<file path="src/rtl/inst_fetch_ctrl.sv">
// Instruction-fetch sequencer: owns the PC, drives instruction-memory address,
// and loads the IF/ID register with stall, redirect and zero-word halt handling.
module inst_fetch_ctrl #(
  parameter logic [31:0] RESET_PC  = 32'd0,
  parameter bit          ZERO_HALT = 1'b1
) (
  input  logic        CLK,
  input  logic        RST,
  input  logic        START,
  input  logic        STALL,
  input  logic        REDIRECT,
  input  logic [31:0] REDIRECT_PC,
  output logic [31:0] MEM_ADDRESS,
  input  logic [31:0] MEM_INSTRUCTION,
  output logic [31:0] IFID_INSTR,
  output logic [31:0] IFID_PC,
  output logic        IFID_VALID,
  output logic        HALTED,
  output logic [31:0] FETCH_COUNT
);

  typedef enum logic [1:0] {
    IDLE  = 2'd0,
    FETCH = 2'd1,
    HALT  = 2'd2
  } state_t;

  state_t      state;
  logic [31:0] pc;

  always_ff @(posedge CLK) begin
    if (RST) begin
      pc          <= RESET_PC;
      state       <= IDLE;
      IFID_INSTR  <= '0;
      IFID_PC     <= '0;
      IFID_VALID  <= 1'b0;
      FETCH_COUNT <= '0;
    end else begin
      case (state)
        IDLE: begin
          IFID_VALID <= 1'b0;
          if (REDIRECT) pc <= REDIRECT_PC;
          else if (START) state <= FETCH;
        end
        FETCH: begin
          // Redirect outranks stall; stall outranks halt detection.
          if (REDIRECT) begin
            pc         <= REDIRECT_PC;
            IFID_VALID <= 1'b0;
          end else if (STALL) begin
            pc <= pc;
          end else if (ZERO_HALT && (MEM_INSTRUCTION == '0)) begin
            state      <= HALT;
            IFID_VALID <= 1'b0;
          end else begin
            IFID_INSTR  <= MEM_INSTRUCTION;
            IFID_PC     <= pc;
            IFID_VALID  <= 1'b1;
            pc          <= pc + 32'd1;
            FETCH_COUNT <= FETCH_COUNT + 32'd1;
          end
        end
        HALT: begin
          IFID_VALID <= 1'b0;
          if (REDIRECT) begin
            pc    <= REDIRECT_PC;
            state <= FETCH;
          end
        end
        default: begin
          state      <= IDLE;
          IFID_VALID <= 1'b0;
        end
      endcase
    end
  end

  assign MEM_ADDRESS = pc;
  assign HALTED      = (state == HALT);

endmodule

</file>
<file path="config.mk">
export PLATFORM = sky130hd
export DESIGN_NAME = inst_fetch_ctrl
export DESIGN_NICKNAME = d
export VERILOG_FILES = /design/src/rtl/inst_fetch_ctrl.sv
export SDC_FILE = /design/constraint.sdc
export NUM_CORES = 1
export LEC_CHECK = 0
export CAP_MARGIN = 20
export CORE_MARGIN = 4
export CORE_UTILIZATION = 50
export CTS_CLUSTER_DIAMETER = 80
export DETAILED_ROUTE_END_ITERATION = 8
export PLACE_DENSITY = 0.95
export REMOVE_ABC_BUFFERS = 1
export SYNTH_ARGS = -nofsm -noshare
export SYNTH_HDL_FRONTEND = slang
export SYNTH_SLANG_ARGS = --single-unit
</file>
<file path="constraint.sdc">
create_clock -name CLK -period 7.56 [get_ports CLK]
set_input_delay 2.268 -clock CLK [delete_from_list [all_inputs] [get_ports CLK]]
set_output_delay 2.268 -clock CLK [all_outputs]
set_load 0.01 [all_outputs]
</file>
After elaboration in Yosys (flattened, before gate mapping)
Cells that the tools add are included.
{ "word_totals": {"reg_bits": 131, "inputBits": 69, "output_inout_bits": 130, "wordCells": 44} }
{ "classes": {"add_sub_neg": 2, "n_eq_ne": 11, "n_mux": 13, "bitwise": 4, "n_reduce_logical": 8} }
{ "ops": {"columns": ["cell", "count"], "rows": [
  ["32-bit 2-to-1 mux", 4],
  ["32-bit by 1-bit adder with 32-bit output, second input constant", 2],
  ["32-bit case mux with 2 select lines", 1],
  ["32-bit zero test", 1],
  ["2-bit 2-to-1 mux", 6],
  ["2-bit != test, second input constant", 6],
  ["4-bit AND reduction", 2],
  ["3-bit != test, second input constant", 2],
  ["2-bit case mux with 3 select lines", 1],
  ["6-bit AND reduction", 1],
  ["1-bit inverter", 4],
  ["3-bit OR reduction", 1],
  ["2-bit by 1-bit equality test with 1-bit output, second input constant", 1],
  ["2-bit equality test, second input constant", 1],
  ["2-bit zero test", 1],
  ["2-bit by 1-bit != test with 1-bit output, second input constant", 1],
  ["2-bit nonzero test", 1],
  ["2-bit OR reduction", 1],
  ["1-bit 2-to-1 mux", 1]
]} }

Longest topological paths before layout
{ "depth": {"ltp_word": 5, "depth_mapped": 8, "depth_no_buf": 6} }

Worst setup path after synthesis
No wires, ideal clock.
{ "synth_path": {"kind": "in2reg", "from": "input port REDIRECT", "to": "register FETCH_COUNT[29]", "setup_time_ps": 121, "arrival_ps": 3887, "t_required_ps": 7439, "slack_ps": 3552, "path_stages": 6, "n_path_buf": 1, "path_cell_list": "or3b_4 > nor2_2 > o21ai_1 > buf_2 > nor4_1 > mux2_2"} }
{ "synth_via": {"elab_chain_cells": 2} }
{ "synth_lines": {"columns": ["item", "line", "source"], "rows": [
  ["from (decl)", "11", "input logic REDIRECT,"],
  ["1-bit inverter (no source line)", null, null],
  ["4-bit AND reduction (no source line)", null, null],
  ["to (signal assigned)", "61", "FETCH_COUNT <= FETCH_COUNT + 32'd1;"],
  ["to (decl)", "19", "output logic [31:0] FETCH_COUNT"]
]} }
No other way between the ends.
A chain may end at the register's enable or synchronous reset.

Worst setup path in the final report
{ "layout_path": {"from": "input port MEM_INSTRUCTION[22]", "to": "register IFID_PC[21]"} }
{ "layout_via": {"elab_chain_cells": 3} }
{ "layout_lines": {"columns": ["item", "line", "source"], "rows": [
  ["from (decl)", "14", "input logic [31:0] MEM_INSTRUCTION,"],
  ["32-bit zero test", "53", "end else if (ZERO_HALT && (MEM_INSTRUCTION == '0)) begin"],
  ["1-bit inverter (no source line)", null, null],
  ["4-bit AND reduction (no source line)", null, null],
  ["to (signal assigned)", "58", "IFID_PC <= pc;"],
  ["to (decl)", "16", "output logic [31:0] IFID_PC,"]
]} }
No other way between the ends.

==> flow_summary.yaml <==
clocking:
  cts_tree: "built"
  clk_root_buffer_cell: "sky130_fd_sc_hd__clkbuf_16"
  clk_latency_ps: 420
  postCtsResizedCells: 0
  cts-buffers-inserted: 17
  hold_buffers: 0
  worst_setup_hold_path_clk_slew_ps: 60
  cts_post_setup_buffers_inserted: 0
  cts_num_sinks: 131
  clock_tree.buffer_depth: 2
  h_tree_levels: 4
sta:
  finalHoldViolCount: 0
  tightestPinTransition_ps: 908
  period_utilisation_layout: 0.680
  slew_viol_final: 0
  max_clock_freq_ghz: 0.194
  final.setup_skew_ps: 7.15
  tns_ps: 0
  grt_setup_unrepaired: "no"
  setup_viol: 0
  max-slew-margin-rel: 0.392
  post-route-min-period_ps: 5140
job:
  maxCapViolations: 0
critical_path:
  worst_ep_arrival_time_ps: 5480
  crit-reg2reg-launch: "state[0]"
  path_class: "input port to flip-flop"
  crit_start: "MEM_INSTRUCTION[22]"
  cp-start-kind: "input port"
  crit_path_max_fanout: 35
  critical_path.endpoint_type: "flip-flop"
  data_required_time_of_the_critical_path_ps: 7890
logic_synthesis:
  post_synth.cell_area_avg_um2: 7.75
  async_reset_ff_frac: 0
  synthesis_warning_total: 0
  synth.ff_latch_count: 131
  yosysSeqAreaShare: 0.425
  synth.cell_area_mm2: 0.00616
  yosysTopAreaCellShare: 0.425
  synth.area.top_cells: "sky130_fd_sc_hd__dfxtp_1, sky130_fd_sc_hd__nand2_1, sky130_fd_sc_hd__a21oi_1, sky130_fd_sc_hd__a221oi_1, sky130_fd_sc_hd__clkbuf_1"
  synth_ff_type: "sky130_fd_sc_hd__dfxtp_1"
  yosys.area.top_type: "sky130_fd_sc_hd__dfxtp_1"
  netlist_instances: 795
  post_synth_num_cell_types: 54
  edff_count_synth: 0
global_routing:
  grt_first_pass_wirelength_um: 31600
  groute.layer.met3.usage: 0.0855
  grt.met1_usage: 0.331
  met2_usage: 0.440
  grt_pass1_vias: 6407
  initial_antenna_violation_count: 0
  busiest_layer: "met2"
  grt_start_max_net_pins: 76
  grt_overflow_total: 0
  grt.total_usage: 0.270
placed_design:
  place_hpwl_um: 13400
  buffer_ports.inserted: 198
  detailed_place.area_mm2: 0.00822
  globalplace.congestion: 0.850
floorplan:
  core_area_mm2: 0.0121
  floorplan.rows: 40
  dieWidth_um: 119
  fp.dieArea_mm2: 0.0142
  io_pins: 199
  initial_utilization: 0.511
  fp.dieH_um: 119
final_layout:
  final_net_count: 1033
  final_area_mm2: 0.00884
  syn2layout_area_growth_pct: 43.3
  drive_gt1_frac: 0.0544
  antenna-diode-count: 0
  fillers: 862
power:
  vdd_ir_drop_max_mv: 0.182
  leakage_uw: 0.00291
  powerDensity_mw_per_mm2: 201
route:
  viasPerCell: 5.96
  routed-via-count: 6808
  drc: 0
  routed_wire_length_per_instance_um: 17.3
  drt_iter0_drc: 634
  drt.antenna.violating_nets: 0
  first_pass_iters: 7
  wirelength_um: 19800
hold_path:
  hold_path.startpoint: "IFID_PC[10]"
  worst_hold_path_type: "flip-flop to flip-flop"
run_status:
  status: "complete, no violations"
-- layout by cell type, fill, tap and decap left out, types with 3 or more instances in the layout --
| master | netlist | routed |
|---|---|---|
| sky130_fd_sc_hd__nand4_1 | 15 | 15 |
| sky130_fd_sc_hd__xor2_1 | 5 | 5 |
| sky130_fd_sc_hd__bufinv_16 | 0 | 4 |
| sky130_fd_sc_hd__or3_1 | 5 | 5 |
| sky130_fd_sc_hd__o22ai_1 | 20 | 20 |
| sky130_fd_sc_hd__nor4_1 | 18 | 18 |
| sky130_fd_sc_hd__a221oi_1 | 24 | 24 |
| sky130_fd_sc_hd__a211oi_1 | 3 | 3 |
| sky130_fd_sc_hd__dfxtp_1 | 131 | 131 |
| sky130_fd_sc_hd__nand3_1 | 24 | 24 |
| sky130_fd_sc_hd__o211ai_1 | 5 | 5 |
| sky130_fd_sc_hd__o32ai_1 | 8 | 8 |
| sky130_fd_sc_hd__inv_1 | 29 | 29 |
| sky130_fd_sc_hd__nor2b_1 | 9 | 8 |
| sky130_fd_sc_hd__or4_1 | 12 | 12 |
| sky130_fd_sc_hd__o2111ai_1 | 3 | 3 |
| sky130_fd_sc_hd__a41o_1 | 4 | 4 |
| sky130_fd_sc_hd__buf_4 | 0 | 11 |
| sky130_fd_sc_hd__mux2_2 | 5 | 5 |
| sky130_fd_sc_hd__nand2_1 | 177 | 177 |
| sky130_fd_sc_hd__o31ai_1 | 14 | 14 |
| sky130_fd_sc_hd__o21ai_0 | 23 | 23 |
| sky130_fd_sc_hd__nor2_1 | 34 | 34 |
| sky130_fd_sc_hd__xnor2_1 | 5 | 5 |
| sky130_fd_sc_hd__clkdlybuf4s50_1 | 0 | 197 |
| sky130_fd_sc_hd__nor3_1 | 12 | 12 |
| sky130_fd_sc_hd__a21oi_1 | 92 | 92 |
| sky130_fd_sc_hd__a32o_1 | 8 | 8 |
| sky130_fd_sc_hd__and3_1 | 12 | 12 |
| sky130_fd_sc_hd__clkinv_2 | 0 | 4 |
| sky130_fd_sc_hd__o31a_1 | 4 | 4 |
| sky130_fd_sc_hd__clkbuf_16 | 0 | 17 |
| sky130_fd_sc_hd__clkbuf_1 | 46 | 3 |
| sky130_fd_sc_hd__and4_1 | 4 | 4 |
| sky130_fd_sc_hd__and2_1 | 3 | 3 |
| sky130_fd_sc_hd__a32oi_1 | 3 | 3 |
-- registers in the layout (all words and copies together), names as in the netlist --
signal	flops
IFID_INSTR	32
state	2
IFID_VALID	1
MEM_ADDRESS	32
IFID_PC	32
FETCH_COUNT	32
-- power breakdown --
group	internal (uW)	total (uW)	leakage [uW]	switching [uW]
clock network	566	863	0.000300	296
registers	710	737	0.00106	26.3
logic	93.9	179	0.00154	85.1
-- cells in the mapped netlist, types with 14 or more instances --
cell                       number
sky130_fd_sc_hd__nor4_1        18
sky130_fd_sc_hd__clkbuf_1      46
sky130_fd_sc_hd__dfxtp_1      131
sky130_fd_sc_hd__o31ai_1       14
sky130_fd_sc_hd__a21oi_1       92
sky130_fd_sc_hd__inv_1         29
sky130_fd_sc_hd__o22ai_1       20
sky130_fd_sc_hd__nor2_1        34
sky130_fd_sc_hd__nand3_1       24
sky130_fd_sc_hd__nand2_1      177
sky130_fd_sc_hd__nand4_1       15
sky130_fd_sc_hd__a221oi_1      24
sky130_fd_sc_hd__o21ai_0       23
-- area by class of cell --
class	instances	area, um^2	share of cell area
clock buffer	22	464	0.0525
clock inverter	10	155	0.0176
inverter	29	109	0.0123
multi-input combinational	575	3220	0.364
sequential	131	2620	0.297
tap	168	210	0.0238
timing repair buffer	208	2050	0.233
-- layer usage --
metal | wire (um) | share of wire
met3 | 1880 | 0.095
met1 | 8040 | 0.41
met5 | 0 | 0
met2 | 9380 | 0.47
met4 | 487 | 0.025
-- stage by stage --
stage                      util  instances  worst slack (ps)  total power, uW  hold WS (ps)
after floorplan               -        735              1280              814           474
after global placement    0.681       1111              2070              923           441
after detailed placement  0.681       1111              2030              926           446
after CTS                 0.733       1143              2460             1790           453
after global routing      0.733       1143              2210             1840           464
final                     0.733       1143              2420             1780           453
-- path summary, 6_finish.rpt --
kind,end,slack [ps],depth (start not counted)
max reg2reg,IFID_INSTR[22],4800,6
min reg2reg,IFID_PC[10],450,2
min,IFID_PC[10],450,2
max,IFID_PC[21],2420,7
-- cells by family after synthesis --
kind of cell | Yosys count | synth area share
buffers and inverters | 89 | 0.0546
xor gates and xnor gates | 10 | 0.0142
and+or+nand+nor | 333 | 0.253
adders and majority gates | 2 | 0.00406
muxes | 5 | 0.00913
AOI/OAI and AO/OA | 225 | 0.239
DFF | 131 | 0.425
-- critical path: stages --
cell                              delay, ps
sky130_fd_sc_hd__clkdlybuf4s50_1        430
sky130_fd_sc_hd__nor4_1                 430
sky130_fd_sc_hd__nand4_1                640
sky130_fd_sc_hd__o21ai_4                950
sky130_fd_sc_hd__buf_4                  430
sky130_fd_sc_hd__nand2_1                110
sky130_fd_sc_hd__a21oi_1                180
Note: power is estimated with default switching activity, not from simulation.
